[src/rtl/uart_tx_arbiter_if.sv]
`default_nettype none
// ============================================================================
// Module   : uart_tx_arbiter_if
// Brief    : Request/UART-side bundle for uart_tx_arbiter.
//            master = arbiter, slave = encoders plus UART FIFO side.
// Revision : 1.0 - initial release
// ============================================================================
interface uart_tx_arbiter_if #(
    parameter int N_REQ = 4
);
    localparam int GW = $clog2(N_REQ);

    logic [N_REQ-1:0]   req_valid;
    logic [8*N_REQ-1:0] req_data;
    logic [N_REQ-1:0]   req_last;
    logic [N_REQ-1:0]   req_ready;
    logic               tx_full;
    logic               wr_uart;
    logic [7:0]         w_data;
    logic [GW-1:0]      grant_id;
    logic               busy;
    logic               abort;

    modport master (
        input  req_valid, req_data, req_last, tx_full,
        output req_ready, wr_uart, w_data, grant_id, busy, abort
    );

    modport slave (
        output req_valid, req_data, req_last, tx_full,
        input  req_ready, wr_uart, w_data, grant_id, busy, abort
    );
endinterface

`default_nettype wire

[src/rtl/uart_tx_arbiter.sv]
`default_nettype none
// ============================================================================
// Module   : uart_tx_arbiter
// Brief    : Round-robin, frame-atomic sharing of one UART TX path with a
//            stall timeout. Optional trailing XOR checksum: UART_ARB_CHKSUM_EN.
// Revision : 1.0 - initial release
// ============================================================================
module uart_tx_arbiter #(
    parameter int N_REQ          = 4,
    parameter int TIMEOUT_CYCLES = 1024
) (
    input  wire logic         clk,
    input  wire logic         rst,
    uart_tx_arbiter_if.master bus
);
    localparam int GW    = $clog2(N_REQ);
    localparam int CNT_W = (TIMEOUT_CYCLES > 1) ? $clog2(TIMEOUT_CYCLES + 1) : 1;
    localparam logic [CNT_W-1:0] CNT_LAST = CNT_W'(TIMEOUT_CYCLES - 1);
    localparam logic [GW-1:0]    PTR_RST  = GW'(N_REQ - 1);

    typedef enum logic [1:0] {
        ST_IDLE = 2'd0,
        ST_SEND = 2'd1,
        ST_CHK  = 2'd2
    } state_t;

    state_t           state_q,  state_d;
    logic [GW-1:0]    rr_ptr_q, rr_ptr_d;
    logic [GW-1:0]    grant_q,  grant_d;
    logic [CNT_W-1:0] cnt_q,    cnt_d;
`ifdef UART_ARB_CHKSUM_EN
    logic [7:0]       chk_q,    chk_d;
`endif

    logic             w_pick_found;
    logic [GW-1:0]    w_pick_idx;
    logic [GW-1:0]    w_scan_idx;
    logic             w_gnt_valid;
    logic             w_gnt_last;
    logic [7:0]       w_gnt_data;
    logic             w_accept;

    assign w_gnt_valid = bus.req_valid[grant_q];
    assign w_gnt_last  = bus.req_last[grant_q];
    assign w_gnt_data  = bus.req_data[{grant_q, 3'b000} +: 8];

    // Scan starts one past the last served requester and wraps at N_REQ-1.
    always_comb begin
        w_pick_found = 1'b0;
        w_pick_idx   = '0;
        w_scan_idx   = rr_ptr_q;
        for (int k = 0; k < N_REQ; k++) begin
            w_scan_idx = (w_scan_idx == PTR_RST) ? '0 : w_scan_idx + GW'(1);
            if (!w_pick_found && bus.req_valid[w_scan_idx]) begin
                w_pick_found = 1'b1;
                w_pick_idx   = w_scan_idx;
            end
        end
    end

    always_comb begin
        state_d       = state_q;
        rr_ptr_d      = rr_ptr_q;
        grant_d       = grant_q;
        cnt_d         = cnt_q;
`ifdef UART_ARB_CHKSUM_EN
        chk_d         = chk_q;
`endif
        w_accept      = 1'b0;
        bus.wr_uart   = 1'b0;
        bus.w_data    = 8'h00;
        bus.req_ready = '0;
        bus.busy      = 1'b0;
        bus.abort     = 1'b0;

        case (state_q)
            ST_IDLE: begin
                if (w_pick_found) begin
                    grant_d = w_pick_idx;
                    cnt_d   = '0;
`ifdef UART_ARB_CHKSUM_EN
                    chk_d   = 8'h00;
`endif
                    state_d = ST_SEND;
                end
            end

            ST_SEND: begin
                bus.busy               = 1'b1;
                w_accept               = w_gnt_valid & ~bus.tx_full;
                bus.wr_uart            = w_accept;
                bus.w_data             = w_gnt_data;
                bus.req_ready[grant_q] = w_accept;
                if (w_accept) begin
                    cnt_d = '0;
`ifdef UART_ARB_CHKSUM_EN
                    chk_d = chk_q ^ w_gnt_data;
`endif
                    if (w_gnt_last) begin
                        rr_ptr_d = grant_q;
`ifdef UART_ARB_CHKSUM_EN
                        state_d  = ST_CHK;
`else
                        state_d  = ST_IDLE;
`endif
                    end
                end else if (!w_gnt_valid && (TIMEOUT_CYCLES != 0)) begin
                    // A held byte blocked by tx_full is not idleness; only a missing byte counts.
                    if (cnt_q == CNT_LAST) begin
                        bus.abort = 1'b1;
                        rr_ptr_d  = grant_q;
                        state_d   = ST_IDLE;
                    end else begin
                        cnt_d = cnt_q + CNT_W'(1);
                    end
                end
            end

`ifdef UART_ARB_CHKSUM_EN
            ST_CHK: begin
                bus.busy    = 1'b1;
                bus.wr_uart = ~bus.tx_full;
                bus.w_data  = chk_q;
                if (!bus.tx_full) begin
                    state_d = ST_IDLE;
                end
            end
`endif

            default: state_d = ST_IDLE;
        endcase
    end

    assign bus.grant_id = grant_q;

    always_ff @(posedge clk or negedge rst) begin
        if (!rst) begin
            state_q  <= ST_IDLE;
            rr_ptr_q <= PTR_RST;
            grant_q  <= '0;
            cnt_q    <= '0;
`ifdef UART_ARB_CHKSUM_EN
            chk_q    <= 8'h00;
`endif
        end else begin
            state_q  <= state_d;
            rr_ptr_q <= rr_ptr_d;
            grant_q  <= grant_d;
            cnt_q    <= cnt_d;
`ifdef UART_ARB_CHKSUM_EN
            chk_q    <= chk_d;
`endif
        end
    end
endmodule

`default_nettype wire

[src/flat_wrapper.sv]
// flat-port wrapper written by rule: the top's interface ports become plain ports
module uart_tx_arbiter_flat 
#(
    parameter int N_REQ          = 4,
    parameter int TIMEOUT_CYCLES = 1024
)
  (clk, rst, bus_req_valid, bus_req_data, bus_req_last, bus_tx_full, bus_req_ready, bus_wr_uart, bus_w_data, bus_grant_id, bus_busy, bus_abort);
  uart_tx_arbiter_if #(.N_REQ(N_REQ)) bus_i ();
  input  wire logic clk;
  input  wire logic rst;
  input wire logic [$bits(bus_i.req_valid)-1:0] bus_req_valid;
  input wire logic [$bits(bus_i.req_data)-1:0] bus_req_data;
  input wire logic [$bits(bus_i.req_last)-1:0] bus_req_last;
  input wire logic [$bits(bus_i.tx_full)-1:0] bus_tx_full;
  output wire logic [$bits(bus_i.req_ready)-1:0] bus_req_ready;
  output wire logic [$bits(bus_i.wr_uart)-1:0] bus_wr_uart;
  output wire logic [$bits(bus_i.w_data)-1:0] bus_w_data;
  output wire logic [$bits(bus_i.grant_id)-1:0] bus_grant_id;
  output wire logic [$bits(bus_i.busy)-1:0] bus_busy;
  output wire logic [$bits(bus_i.abort)-1:0] bus_abort;
  assign bus_i.req_valid = bus_req_valid;
  assign bus_i.req_data = bus_req_data;
  assign bus_i.req_last = bus_req_last;
  assign bus_i.tx_full = bus_tx_full;
  assign bus_req_ready = bus_i.req_ready;
  assign bus_wr_uart = bus_i.wr_uart;
  assign bus_w_data = bus_i.w_data;
  assign bus_grant_id = bus_i.grant_id;
  assign bus_busy = bus_i.busy;
  assign bus_abort = bus_i.abort;
  uart_tx_arbiter #(.N_REQ(N_REQ), .TIMEOUT_CYCLES(TIMEOUT_CYCLES)) u_core (.clk(clk), .rst(rst), .bus(bus_i));
endmodule
[config.mk]
export PLATFORM = sky130hd
export DESIGN_NAME = uart_tx_arbiter_flat
export DESIGN_NICKNAME = d
export VERILOG_FILES = /design/src/rtl/uart_tx_arbiter_if.sv /design/src/rtl/uart_tx_arbiter.sv /design/src/flat_wrapper.sv
export SDC_FILE = /design/constraint.sdc
export NUM_CORES = 1
export LEC_CHECK = 0
export CAP_MARGIN = 20
export CORE_MARGIN = 10
export CORE_UTILIZATION = 31
export DETAILED_ROUTE_END_ITERATION = 7
export SLEW_MARGIN = 20
export SYNTH_ARGS = -nofsm -noshare
export SYNTH_HDL_FRONTEND = slang
export SYNTH_SLANG_ARGS = --single-unit
[constraint.sdc]
create_clock -name clk -period 2.8 [get_ports clk]
set_input_delay 0.56 -clock clk [delete_from_list [all_inputs] [get_ports clk]]
set_output_delay 0.56 -clock clk [all_outputs]
set_load 0.005 [all_outputs]
After elaboration in Yosys (flattened, before gate mapping)
Cells that the tools add are included.
Word-level totals
  register bits: 17
  input bits: 43
  output and inout bits: 17
  logic and storage cells: 95
Operators by class
  $add $sub $neg: 5
  order comparisons: 6
  equality and inequality tests: 13
  shift-type cells: 1
  mux-type cells: 49
  bitwise logic cells: 3
  reductions and logical operators: 14
Operators with widths (count)
  11-bit 2-to-1 mux: 4
  2-bit 2-to-1 mux: 17
  32-bit by 6-bit variable part select with 8-bit output: 1
  11-bit one-hot mux with 2 select lines: 1
  1-bit 2-to-1 mux: 17
  2-bit by 3-bit less-than comparator with 1-bit output, second input constant: 5
  1-bit binary-select mux with 2-bit select: 6
  4-bit AND reduction: 3
  11-bit by 1-bit adder with 11-bit output, second input constant: 1
  11-bit by 10-bit == test with 1-bit output, second input constant: 1
  2-bit by 1-bit adder with 2-bit output, second input constant: 4
  2-bit == test, second input constant: 4
  8-bit 2-to-1 mux: 1
  3-bit by 2-bit inequality test with 1-bit output, second input constant: 2
  4-bit bitwise AND: 1
  1-bit logical AND: 4
  4-bit 2-to-1 mux: 1
  2-bit by 1-bit inequality test with 1-bit output, second input constant: 2
  2-bit one-hot mux with 2 select lines: 1
  2-bit nonzero test: 2
  1-bit logical NOT: 3
  3-bit by 1-bit inequality test with 1-bit output, second input constant: 1
  3-bit inequality test, second input constant: 1
  1-bit demux with 2-bit select: 1
  7 further kinds: 7

Longest topological paths before layout
Gate-level depths: netlist of run 1.
  word-level depth: 16
  mapped depth: 6
  depth with buffers taken out: 5

Worst setup path before layout of run 1
Ideal clock, no wire load.
  kind: register -> output
  start: register u_core.grant_q[0] (netlist: u_core.bus.grant_id[0])
  end: output port bus_w_data[3]
  arrival: 1686 ps
  required time: 2240 ps
  slack: 554 ps
  cell stages (with the launch flop): 5
  buffers on the path: 2
  cell sequence: dfrtp_1 -> clkbuf_1 -> buf_2 -> mux4_2 -> and2_1
Between the ends
  cells in the longest elaborated chain, start to end: 2
RTL lines
  start, declared: line uart_tx_arbiter.sv:29  | logic [GW-1:0] grant_q, grant_d;
  start signal, assigned: line uart_tx_arbiter.sv:148  | grant_q <= grant_d;
  32-bit by 6-bit variable part select with 8-bit output: line uart_tx_arbiter.sv:45  | assign w_gnt_data = bus.req_data[{grant_q, 3'b000} +: 8];
  8-bit 2-to-1 mux: line uart_tx_arbiter.sv:76  | case (state_q)
  end, declared: line flat_wrapper.sv:17  | output wire logic [$bits(bus_i.w_data)-1:0] bus_w_data;
Every way passes these cells.

Worst setup path after layout of run 1
  start: input port bus_req_valid[3]
  end: output port bus_req_ready[2]
Between the ends
  cells in the longest elaborated chain, start to end: 5
RTL lines
  start, declared: line flat_wrapper.sv:11  | input wire logic [$bits(bus_i.req_valid)-1:0] bus_req_valid;
  1-bit binary-select mux with 2-bit select: line uart_tx_arbiter.sv:43  | assign w_gnt_valid = bus.req_valid[grant_q];
  1-bit 2-to-1 mux (implied by the code): line uart_tx_arbiter.sv:43
  1-bit bitwise AND: line uart_tx_arbiter.sv:90  | w_accept = w_gnt_valid & ~bus.tx_full;
  4-bit bitwise AND (no source line)
  4-bit 2-to-1 mux: line uart_tx_arbiter.sv:76
  end, declared: line flat_wrapper.sv:15  | output wire logic [$bits(bus_i.req_ready)-1:0] bus_req_ready;
Every way passes these cells. The select of a mux whose other input is x is not followed.

==> results of run 1 <==
-- through the flow --
stage               setup TNS (ns)  utilization [%]  power (W)
floorplan                        0                -   0.000943
global placement            -0.496             48.6    0.00139
detailed placement          -0.558             48.6    0.00142
CTS                              0             50.3    0.00165
global route                     0             50.8    0.00177
finish                           0             50.8    0.00163
-- layout make-up --
| type | count | share of cell area (%) |
|---|---|---|
| sequential | 16 | 18.5 |
| multi-input combinational | 113 | 42.4 |
| inverter | 5 | 0.861 |
| clock buffer | 4 | 2.53 |
| timing repair buffer | 75 | 32.8 |
| tap | 52 | 2.99 |
-- flip-flops by register name, summed over array words and instances, names as in the netlist --
signal,flops
u_core.bus.grant_id,2
u_core.cnt_q,11
u_core.state_q,1
u_core.rr_ptr_q,2
-- how the worst max path moves through the flow --
stage | startpoint | endpoint | slack (ns) | cells after the start
2_1_floorplan | u_core.bus.grant_id[0]$_DFFE_PN0P_ | bus_w_data[3] | 0.55 | 4
3_3_place_gp | bus_req_valid[3] | bus_req_ready[3] | -0.12 | 5
3_5_place_dp | bus_req_valid[3] | bus_req_ready[2] | -0.14 | 5
4_1_cts | bus_req_valid[1] | bus_req_ready[2] | 0.001 | 6
5_1_grt | u_core.bus.grant_id[0]$_DFFE_PN0P_ | bus_w_data[5] | 0.13 | 4
6_report | bus_req_valid[3] | bus_req_ready[2] | 0.19 | 6
-- report_power, final --
group | internal, W | switching (W) | total, W
Sequential | 0.000300 | 0.0000547 | 0.000355
Clock | 0.000125 | 0.0000784 | 0.000203
Combinational | 0.000597 | 0.000480 | 0.00108
-- metal layers --
metal | wire [um] | track usage (%) | vias up | share of wire [%]
met2 | 2010 | 20.1 | 83 | 43
met3 | 396 | 3.10 | 10 | 8.4
li1 | - | - | 692 | -
met1 | 2270 | 16.3 | 701 | 48
met5 | 0 | 0 | - | 0
met4 | 42 | 2.65 | 0 | 0.89
-- worst max-delay path, stage by stage --
cell                            delay (ns)
sky130_fd_sc_hd__dlygate4sd2_1        0.25
sky130_fd_sc_hd__mux4_2               0.51
sky130_fd_sc_hd__and3_4               0.18
sky130_fd_sc_hd__buf_4                0.13
sky130_fd_sc_hd__and3b_1              0.16
sky130_fd_sc_hd__dlygate4sd2_1        0.26
-- cell usage in the layout, fill, tap and decap left out, types with 3 or more instances in the layout --
cell type,count
sky130_fd_sc_hd__clkdlybuf4s50_1,49
sky130_fd_sc_hd__buf_4,16
sky130_fd_sc_hd__nand3_1,14
sky130_fd_sc_hd__dfrtp_1,14
sky130_fd_sc_hd__mux4_2,9
sky130_fd_sc_hd__nand2_1,9
sky130_fd_sc_hd__and2_1,8
sky130_fd_sc_hd__inv_1,5
sky130_fd_sc_hd__nor2_1,5
sky130_fd_sc_hd__nand2b_1,5
sky130_fd_sc_hd__a21oi_1,5
sky130_fd_sc_hd__dlygate4sd2_1,5
sky130_fd_sc_hd__and3_1,4
sky130_fd_sc_hd__nand3b_1,4
sky130_fd_sc_hd__o211ai_1,4
sky130_fd_sc_hd__clkbuf_8,4
sky130_fd_sc_hd__dlymetal6s2s_1,4
sky130_fd_sc_hd__o31ai_1,3
sky130_fd_sc_hd__a311o_1,3
-- logic make-up (layout without fill, tap and decap cells) --
family	count (synthesis)	count (layout)	share of synthesized area [%]
fa+ha+maj	2	2	1.84
compound gates	32	32	19.1
simple gates	66	66	27.5
buf+inv	12	84	3.95
flops	16	16	29.6
mux	13	13	18.0
-- what timing repair did --
item	4_1_cts	5_1_grt
buffers inserted	1	1
endpoints found under the hold margin	0	0
pin swaps	1	0
resized for setup	9	5
endpoints found under the setup margin	5	3
==> PnR_summary.wiki, run 1 <==
{| class="wikitable"
! Metric !! Value
|-
| Outcome || complete, no violations
|-
| Setup slack on the worst flop-to-flop path || 0.71 ns
|-
| Final clock period utilization by the worst path || 93.3%
|-
| Hold violation total from the final report || 0
|-
| Die Ht || 86.3 um
|-
| Initial antenna violation count || 0
|-
| Async SR Flop Fraction || 100%
|-
| Ratio of routed vias to standard cells || 5.61
|-
| Warnings from Yosys || 0
|-
| Footprint of the flip-flops and latches || 403 um^2
|-
| Total length of routed wires || 4720 um
|-
| Antenna Violating Nets Remaining || 0
|-
| Path depth of the worst reg2reg path || 5
|-
| Maximum buffer depth of the clock tree || 2
|-
| Clock tree from TritonCTS || yes
|-
| Setup crit start kind || primary input
|-
| Least setup slack across all paths after layout || 0.188 ns
|-
| CTS root buffer || sky130_fd_sc_hd__clkbuf_8
|-
| Area of placed instances || 0.00209 mm^2
|-
| Initial Util || 31.7%
|-
| Global-route wire length before repair || 7720 um
|-
| Aggregate global routing overflow || 0
|-
| Synthesized cell area || 0.00136 mm^2
|-
| Relative slew slack || 51.9%
|-
| Count of antenna diodes in the layout || 0
|-
| First-iteration detailed-routing DRC count || 63
|-
| Routability Congestion || 0.921
|-
| Number of storage elements in the synthesis netlist || 16
|-
| CP max FO || 3
|-
| Count of standard-cell rows || 24
|-
| Biggest area contributors in the synthesized netlist || sky130_fd_sc_hd__dfrtp_1 (26%), sky130_fd_sc_hd__mux4_2 (15%), sky130_fd_sc_hd__nand3_1 (5.1%)
|-
| Setup violations, final || 0
|-
| Count of maximum capacitance violations || 0
|-
| Startpoint of the lowest-slack register-to-register path || u_core.bus.grant_id[1]$_DFFE_PN0P_
|-
| Max Slew Vio Count || 0
|-
| Number of global-route vias before repair || 1513
|-
| Terminus of the critical flop-to-flop path || u_core.cnt_q[7]$_DFFE_PN0P_
|-
| HP Class || reg2reg
|-
| Synth Instances || 141
|-
| Final instance area || 0.00218 mm^2
|-
| Endpoint with the worst hold slack || u_core.cnt_q[10]$_DFFE_PN0P_
|-
| Fill cell instance count of the final layout || 394
|-
| Post-detailed-route DRC marker count || 0
|-
| Clock transition at the registers of the reported paths || 0.06 ns
|-
| Clk_lat worst skew || 0.25 ns
|-
| Cts-stage hold buffer count || 0
|-
| Post-layout instance count excluding filler cells || 265
|-
| Cell count of the worst hold path || 1
|-
| Vias after detailed routing || 1486
|-
| Post-placement cell count || 259
|-
| I/O Pins || 60
|-
| Core region area || 0.00429 mm^2
|-
| Maximum number of pins on one net before global-route repair || 20
|-
| NumNets Final || 259
|-
| Peak supply drop || 365 uV
|-
| Worst endpoint required time || 2.24 ns
|-
| Layout overhead on the synthesized area || 60.0%
|-
| Post-Synthesis Mean Instance Area || 9.66 um^2
|-
| Critical path start-end classification || in2out
|-
| Worst setup EP type || output port
|-
| Top cell types by occurrence after synthesis || sky130_fd_sc_hd__dfrtp_1 (14), sky130_fd_sc_hd__nand3_1 (14), sky130_fd_sc_hd__mux4_2 (9), sky130_fd_sc_hd__nand2_1 (9), sky130_fd_sc_hd__and2_1 (8)
|-
| Pleak || 0.956 nW
|-
| Worst slack, placed || -0.144 ns
|-
| Transition time at the pin with the least slew margin || 0.719 ns
|-
| Area occupied by multi-input gates || 923 um^2
|-
| Commonest register cell after synthesis || sky130_fd_sc_hd__dfrtp_1
|-
| CTS buffer count || 3
|-
| Fin Hold WS || 0.533 ns
|-
| Die area || 0.00745 mm^2
|-
| Data arrival, critical path || 2.05 ns
|-
| Proportion of synthesized chip area in sequential cells || 29.6%
|-
| Max Freq || 383 MHz
|-
| Syn Nets || 186
|-
| Clock skew after layout || 0.000735 ns
|-
| Number of H-tree levels || 1
|-
| Hold Crit Start || u_core.cnt_q[10]$_DFFE_PN0P_
|-
| Min Tclk post-route || 2.61 ns
|-
| Sinks on the clock net || 16
|-
| PwrDens || 750 mW/mm^2
|-
| Number of enable flip-flop cells after synthesis || 0
|-
| Die width || 86.3 um
|-
| Overall Global Routing Usage || 12.4%
|-
| Distinct cells, synth || 47
|-
| Count of TritonRoute iterations in the first routing pass || 4
|-
| Half-perimeter wire length after placement || 3770 um
|-
| Yosys top cell by area || sky130_fd_sc_hd__dfrtp_1
|-
| Buffers on Ports || 59
|-
| Detail-routed net length per standard cell || 17.8 um
|-
| Unrepaired setup endpoints after global routing || no
|-
| Fraction of final layout cells with drive strength greater than 1 || 18.8%
|-
| Top-area cell type share of the netlist area || 25.7%
|}
Power figures use the tool's default switching activity.
==> run 2, diff against run 1 <==
ABC_CLOCK_PERIOD_IN_PS = 2800   (was unset)
==> results of run 2 <==
No change in the layout: final DEF, timing and power equal those of run 1.
